File: src/rtl/fm_phaseinc_gen.sv
// rtl/fm_phaseinc_gen.sv - audio sample to DDS phase increment with linear ramp between samples
// Optional FM_PHASEINC_SAT_EN clamps the target increment instead of wrapping it.
module fm_phaseinc_gen #(
  parameter int NBITS_AUDIO = 16,
  parameter int NBITS_GAIN  = 16,
  parameter int GAIN_SHIFT  = 16,
  parameter int INTERP_LOG2 = 4
) (
  input  logic                   clock,
  input  logic                   reset,
  input  logic                   enableclk,
  input  logic [31:0]            carrier_inc,
  input  logic [NBITS_GAIN-1:0]  dev_gain,
  input  logic [NBITS_AUDIO-1:0] sample,
  input  logic                   sample_valid,
  output logic                   sample_ready,
  output logic [31:0]            phaseinc,
  output logic                   busy,
  output logic                   overrun
);

  localparam int PW = NBITS_AUDIO + NBITS_GAIN + 1;
  localparam logic [8:0] RAMP_LAST = 9'((1 << INTERP_LOG2) - 1);

  typedef enum logic [2:0] {S_INIT, S_IDLE, S_MULT, S_CALC, S_RAMP} state_t;

  state_t                        state_q, state_d;
  logic [31:0]                   phaseinc_q, phaseinc_d;
  logic                          overrun_q, overrun_d;
  logic [8:0]                    cnt_q, cnt_d;
  logic signed [NBITS_AUDIO-1:0] sample_q, sample_d;
  logic [NBITS_GAIN-1:0]         gain_q, gain_d;
  logic [31:0]                   carrier_q, carrier_d;
  logic signed [PW-1:0]          product_q, product_d;
  logic [31:0]                   target_q, target_d;
  logic [31:0]                   step_q, step_d;

  logic signed [PW-1:0] mul_a, mul_b;
  logic signed [31:0]   scaled;
  logic [31:0]          target_calc;
  logic [31:0]          diff;

  assign mul_a  = PW'(sample_q);
  assign mul_b  = PW'({1'b0, gain_q});
  assign scaled = 32'(64'(product_q) >>> GAIN_SHIFT);

`ifdef FM_PHASEINC_SAT_EN
  logic signed [33:0] sum34;
  assign sum34 = $signed({2'b00, carrier_q}) + 34'(scaled);
  assign target_calc = sum34[33] ? 32'h0000_0000 :
                       sum34[32] ? 32'hFFFF_FFFF : sum34[31:0];
`else
  assign target_calc = carrier_q + $unsigned(scaled);
`endif

  // Signed difference picks the shortest way round the 2^32 circle.
  assign diff = target_calc - phaseinc_q;

  always_comb begin
    state_d    = state_q;
    phaseinc_d = phaseinc_q;
    overrun_d  = overrun_q;
    cnt_d      = cnt_q;
    sample_d   = sample_q;
    gain_d     = gain_q;
    carrier_d  = carrier_q;
    product_d  = product_q;
    target_d   = target_q;
    step_d     = step_q;

    if (sample_valid && state_q != S_IDLE) overrun_d = 1'b1;

    case (state_q)
      S_INIT: begin
        phaseinc_d = carrier_inc;
        state_d    = S_IDLE;
      end
      S_IDLE: begin
        if (sample_valid) begin
          sample_d  = sample;
          gain_d    = dev_gain;
          carrier_d = carrier_inc;
          state_d   = S_MULT;
        end
      end
      S_MULT: begin
        product_d = mul_a * mul_b;
        state_d   = S_CALC;
      end
      S_CALC: begin
        target_d = target_calc;
        step_d   = 32'($signed(diff) >>> INTERP_LOG2);
        cnt_d    = 9'd0;
        state_d  = S_RAMP;
      end
      S_RAMP: begin
        if (enableclk) begin
          cnt_d = cnt_q + 9'd1;
          // Final tick lands on the exact target, absorbing step truncation.
          if (cnt_q < RAMP_LAST) begin
            phaseinc_d = phaseinc_q + step_q;
          end else begin
            phaseinc_d = target_q;
            state_d    = S_IDLE;
          end
        end
      end
      default: state_d = S_INIT;
    endcase
  end

  always_ff @(posedge clock) begin
    if (reset) begin
      state_q    <= S_INIT;
      phaseinc_q <= '0;
      overrun_q  <= 1'b0;
      cnt_q      <= '0;
      sample_q   <= '0;
      gain_q     <= '0;
      carrier_q  <= '0;
      product_q  <= '0;
      target_q   <= '0;
      step_q     <= '0;
    end else begin
      state_q    <= state_d;
      phaseinc_q <= phaseinc_d;
      overrun_q  <= overrun_d;
      cnt_q      <= cnt_d;
      sample_q   <= sample_d;
      gain_q     <= gain_d;
      carrier_q  <= carrier_d;
      product_q  <= product_d;
      target_q   <= target_d;
      step_q     <= step_d;
    end
  end

  assign sample_ready = (state_q == S_IDLE);
  assign busy         = (state_q != S_IDLE);
  assign phaseinc     = phaseinc_q;
  assign overrun      = overrun_q;

endmodule

File: config.mk
export PLATFORM = sky130hd
export DESIGN_NAME = fm_phaseinc_gen
export DESIGN_NICKNAME = d
export VERILOG_FILES = /design/src/rtl/fm_phaseinc_gen.sv
export SDC_FILE = /design/constraint.sdc
export NUM_CORES = 1
export LEC_CHECK = 0
export ABC_AREA = 0
export CAP_MARGIN = 20
export CORE_AREA = 2 2 181 183
export DETAILED_ROUTE_END_ITERATION = 16
export DIE_AREA = 0 0 183 185
export GPL_ROUTABILITY_DRIVEN = 0
export PLACE_DENSITY = 0.82
export SETUP_SLACK_MARGIN = 0.2
export SLEW_MARGIN = 20
export SYNTH_ARGS = -nofsm -noshare
export SYNTH_HDL_FRONTEND = slang
export SYNTH_SLANG_ARGS = --single-unit
File: constraint.sdc
create_clock -name clock -period 7 [get_ports clock]
set_input_delay 1.4 -clock clock [delete_from_list [all_inputs] [get_ports clock]]
set_output_delay 1.4 -clock clock [all_outputs]
set_load 0.01 [all_outputs]
; After elaboration in Yosys (flattened, before gate mapping)
; Cells that the tools add are included.
[op_classes]
add_sub_neg = 4
multipliers = 1
magnitude_cmp = 1
n_eq_ne = 8
muxes = 9
reduce_logical = 8
[ops]
columns = cell, n
row1 = adder 32 bit, 2
row2 = 2-to-1 mux 32 bit, 2
row3 = case mux 32 bit (2 select lines), 1
row4 = multiplier 16 x 17 -> 33 bit, 1
row5 = subtractor 32 bit, 1
row6 = case mux 9 bit (2 select lines), 1
row7 = case mux 3 bit (5 select lines), 1
row8 = "adder 9 x 1 -> 9 bit, second input constant", 1
row9 = "< comparator 9 x 4 -> 1 bit, second input constant", 1
row10 = 2-to-1 mux 3 bit, 3
row11 = 2-to-1 mux 9 bit, 1
row12 = "== test 3 x 2 -> 1 bit, second input constant", 2
row13 = "inequality test 2 bit, second input constant", 3
row14 = AND reduction 2 bit, 3
row15 = nonzero test 2 bit, 2
row16 = "== test 3 x 1 -> 1 bit, second input constant", 1
row17 = "== test 3 bit, second input constant", 1
row18 = logical NOT 3 bit, 1
row19 = "inequality test 3 x 1 -> 1 bit, second input constant", 1
row20 = AND reduction 3 bit, 1
row21 = logical AND 1 bit, 1
[totals]
reg_bits = 202
inputBits = 68
out_inout_bits = 35

; Logic depth before layout (Yosys ltp)
; Gate-level depths: netlist (run 1).
[depth]
ltp_word = 4
ltp_mapped = 24
mapped_depth_nobuf = 22

; Least setup slack after synthesis (run 1)
; OpenSTA, ideal clock, no wires.
[synth_path]
path_type = reg-to-reg
from = register sample_q[7]
to = register product_q[25]
setup_ns = 0.117
arrival_ns = 5.908
t_required_ns = 6.883
setup_slack_ns = 0.975
path_stages_with_launch = 23
n_path_buf = 2
period_less_slack_ns = 6.025
cell_sequence = dfxtp_1 clkbuf_1 clkbuf_1 nand2_1 fa_1 inv_1 fa_1 fa_1 fa_1 fa_1 inv_1 fa_1 inv_1 ha_1 a21o_1 a21o_1 a21oi_1 a2bb2oi_1 nand3_1 a31oi_1 o21bai_1 xor2_1 a22o_1
[synth_between]
elab_chain_cells = 1
[synth_rtl]
columns = item, line
row1 = "start, declared", 31  ; logic signed [NBITS_AUDIO-1:0] sample_q, sample_d;
row2 = "start signal, assigned", 129  ; sample_q <= sample_d;
row3 = multiplier 16 x 17 -> 33 bit, 87  ; product_d = mul_a * mul_b;
row4 = "end signal, assigned", 132  ; product_q <= product_d;
row5 = "end, declared", 34  ; logic signed [PW-1:0] product_q, product_d;
; No other way between the ends.
; A chain may end at the register's enable or synchronous reset.

; Worst setup path in the final report (run 1)
[layout_path]
from = register sample_q[4]
to = register product_q[31]
; The elaborated chain is that of the path after synthesis.

==> summary.txt, run 1 <==
DRC Markers -> 0
Row Count -> 66
Buf/Inv on CP -> 4
Total Power -> 3.511 mW
Worst Setup End Kind -> flop
Register area share after synthesis -> 0.1879
Cells along the critical path -> and2_1 -> fa_1 -> inv_1 -> fa_1 -> fa_1 -> inv_1 -> fa_1 -> fa_1 -> inv_1 -> fa_1 -> inv_1 -> ha_1 -> and3_1 -> o21ai_0 -> a21oi_1 -> o2111ai_1 -> a31oi_1 -> o21ai_0 -> a21boi_0 -> mux2i_1 -> a21oi_1
Comb power frac -> 0.350
Clock power share -> 0.289
Number of global-route vias before repair -> 17989
Hold_ws -> 0.4596 ns
WL final -> 55.93 mm
Unique masters post-synth -> 75
Slowest cell on crit path -> dfxtp_1
Placed Cells -> 2868
Max VDD drop -> 184.8 uV
Setup TNS -> 0 ns
Post-Syn Nets -> 2922
Grt ovf -> 0
CP Launch Type -> flop
Vias per cell -> 6.202
Die Y -> 185 um
Share of cells above drive strength 1 -> 0.03812
Pin count of the biggest net entering global routing -> 67
Clock sink count -> 186
Routed Antenna Nets -> 0
Final Critical Period -> 6.438 ns
Leading cell type in the layout, fill and taps excluded -> nand2_1
Hold Path End -> target_q[22]$_SDFFE_PP0P_
Starting Density -> 0.6184
HPWL Detailed -> 41.49 mm
# port buffers -> 102
Origin of the worst min-delay path -> target_q[22]$_SDFFE_PP0P_
Main synth FF type -> dfxtp_1
CP delay by family, top -> adder cells
CTS H-tree lvls -> 4
Routed vias -> 18005
Reg area -> 0.003744 mm^2
Core ar. -> 0.03204 mm^2
Kind of critical path -> flop to flop
R2R depth -> 21
Area of the multi-input gates -> 0.01460 mm^2
Die width -> 183 um
Per-cell routed wire length -> 19.27 um
Yosys reg bits -> 186
Arrival @ worst endpoint -> 6.75 ns
RSZ-0062 raised after global routing -> no
Net switching power -> 1.322 mW
Cells after Synth -> 2447
CTS Buf Count -> 17
Most frequent cells in the layout -> nand2_1 (434), inv_1 (285), a21oi_1 (222), ha_1 (212), fa_1 (195)
EDFF count, synth -> 0
Cell Count, Final, Fillers Out -> 2903
Total track usage -> 0.3375
Achievable Freq -> 155.3 MHz
Int Pwr -> 2.189 mW
Drt first pass iters -> 5
Final Skew -> 0.01454 ns
Status -> complete, no violations
Synth warnings -> 0
Clock-pin slew on the worst setup and hold paths -> 0.08 ns
Fillers -> 2576
Clock Tree Buf Depth -> 2
Mapped Area -> 0.01981 mm^2
Async SR Flop Fraction -> 0
First DRT Iteration DRCs -> 1600
Boundary Pins -> 103
Clock latency on the worst-skew pair -> 0.46 ns
WP data required -> 7.31 ns
Sw frac -> 0.3766
R2R Path End -> product_q[31]$_SDFFE_PP0P_
Synth Area per Inst -> 8.097 um^2
Final net count -> 2954
Root buf cell -> clkbuf_16
Final Hold Viols -> 0
Final setup fails -> 0
Initial antenna violation count -> 4
Period utilization -> 0.9197
First-pass GRT wire length -> 90.05 mm
RR Startpoint -> sample_q[4]$_SDFFE_PP0P_
R2R setup slack -> 0.56 ns
CP peak stage delay -> 0.74 ns
Static Leak -> 10.39 nW
Max_cap viols -> 0
Max FO, Critical Path -> 17
Slew headroom -> 0.2235
Layout area overhead -> 9.699%
CTS tree -> yes
Slew @ Worst Pin -> 1.165 ns
Die area -> 0.03386 mm^2
CP dominant cell by count -> fa_1
Sequential Power Share -> 0.360
PwrDens -> 161.5 mW/mm^2
Post-Route Utilization -> 0.6784
Hold path depth -> 2
Slew Limit Fails -> 0
Hold Crit Class -> flop to flop
-- registers in the layout (all words and copies together), names as in the netlist --
| name | cells |
|---|---|
| carrier_q | 32 |
| phaseinc | 32 |
| target_q | 32 |
| step_q | 28 |
| product_q | 17 |
| gain_q | 16 |
| sample_q | 16 |
| cnt_q | 9 |
| state_q | 3 |
| overrun | 1 |
-- power groups by stage --
| stage | logic (mW) | registers, mW | clock network, mW |
|---|---|---|---|
| 6_report | 1.23 | 1.27 | 1.02 |
| 5_1_grt | 1.35 | 1.27 | 1.06 |
| 4_1_cts | 1.21 | 1.26 | 1.02 |
| 3_5_place_dp | 1.19 | 1.28 | 0 |
| 3_3_place_gp | 1.15 | 1.28 | 0 |
| 2_1_floorplan | 0.852 | 1.23 | 0 |
-- area by class of cell --
cell class | count | share of cell area
diodes | 3 | 0.0003454
clock buffers | 23 | 0.02291
clock inverters | 9 | 0.004605
inverters | 286 | 0.04939
multi-input cells | 1862 | 0.6719
flip-flops and latches | 186 | 0.1722
well taps | 408 | 0.02349
repair buffers | 126 | 0.05515
-- worst register-to-register path: stages (launching register included) --
cell	delay (ns)
dfxtp_1	0.74
and2_1	0.26
fa_1	0.41
inv_1	0.09
fa_1	0.45
fa_1	0.52
inv_1	0.06
fa_1	0.49
fa_1	0.50
inv_1	0.06
fa_1	0.49
inv_1	0.05
ha_1	0.31
and3_1	0.18
o21ai_0	0.09
a21oi_1	0.20
o2111ai_1	0.24
a31oi_1	0.41
o21ai_0	0.21
a21boi_0	0.26
mux2i_1	0.22
a21oi_1	0.07
-- worst max path at each step --
stage / from / end / slack (ns) / depth (start not counted)
6_report: sample_q[4]$_SDFFE_PP0P_ / product_q[31]$_SDFFE_PP0P_ / 0.56 / 21
5_1_grt: sample_q[4]$_SDFFE_PP0P_ / product_q[31]$_SDFFE_PP0P_ / 0.20 / 21
4_1_cts: sample_q[1]$_SDFFE_PP0P_ / product_q[31]$_SDFFE_PP0P_ / 0.50 / 20
3_5_place_dp: sample_q[1]$_SDFFE_PP0P_ / product_q[25]$_SDFFE_PP0P_ / 0.51 / 20
3_3_place_gp: gain_q[10]$_SDFFE_PP0P_ / product_q[31]$_SDFFE_PP0P_ / 0.70 / 20
2_1_floorplan: sample_q[7]$_SDFFE_PP0P_ / product_q[25]$_SDFFE_PP0P_ / 0.97 / 22
-- cells in the mapped netlist (9+ instances only) --
library cell	instances	share of area
xnor2_1	45	0.020
buf_1	11	0.0021
o211ai_1	33	0.013
and3_1	23	0.0073
fa_1	195	0.20
a21oi_1	222	0.056
dfxtp_1	186	0.19
o31ai_1	9	0.0034
o21ai_0	65	0.016
clkbuf_1	100	0.019
nand4_1	13	0.0041
xor2_1	41	0.018
ha_1	212	0.13
a21o_1	52	0.020
and2_1	128	0.040
or3_1	17	0.0054
nor3_1	35	0.0088
inv_1	285	0.054
nor2_1	96	0.018
nand3_1	37	0.0093
nand2b_1	13	0.0041
o21bai_1	13	0.0049
a31oi_1	16	0.0051
a211oi_1	20	0.0076
nor2b_1	9	0.0028
o21a_1	14	0.0053
nand2_1	435	0.082
-- what timing repair did --
item | in CTS | in global routing
resized for setup | 0 | 16
setup endpoints to repair | 0 | 6
buffers inserted | 0 | 0
hold buffers | 0 | 0
-- per-stage QoR --
stage,setup WS [ns],cell area [um^2]
floorplan,0.9750,19810
global placement,0.7019,21110
detailed placement,0.5117,21110
CTS,0.4963,21710
global route,0.2024,21740
finish,0.5622,21740
-- metal layers --
layer | wire (um) | global-route usage | share of wire | up-vias
li1 | - | - | - | 8203
met1 | 21660 | 0.4052 | 0.39 | 8628
met2 | 26180 | 0.5624 | 0.47 | 954
met3 | 4777 | 0.06528 | 0.085 | 218
met4 | 3298 | 0.2067 | 0.059 | 2
met5 | 12 | 0 | 0.00021 | -
-- cells by family after synthesis --
kind of cell               synth area share
AOI/OAI and AO/OA                    0.1686
xor gates and xnor gates            0.03915
adders and majority gates            0.3309
buffers and inverters               0.07603
DFF                                  0.1879
muxes                              0.004610
and+or+nand+nor                      0.1928
(Power assumes the default switching activity.)
==> run 2: changes to the inputs <==
CAP_MARGIN = default   (was 20)
SKIP_LAST_GASP = 1   (was default)
==> results of run 2 <==
Same layout as run 1: the final DEF is identical, and so are final timing and power.
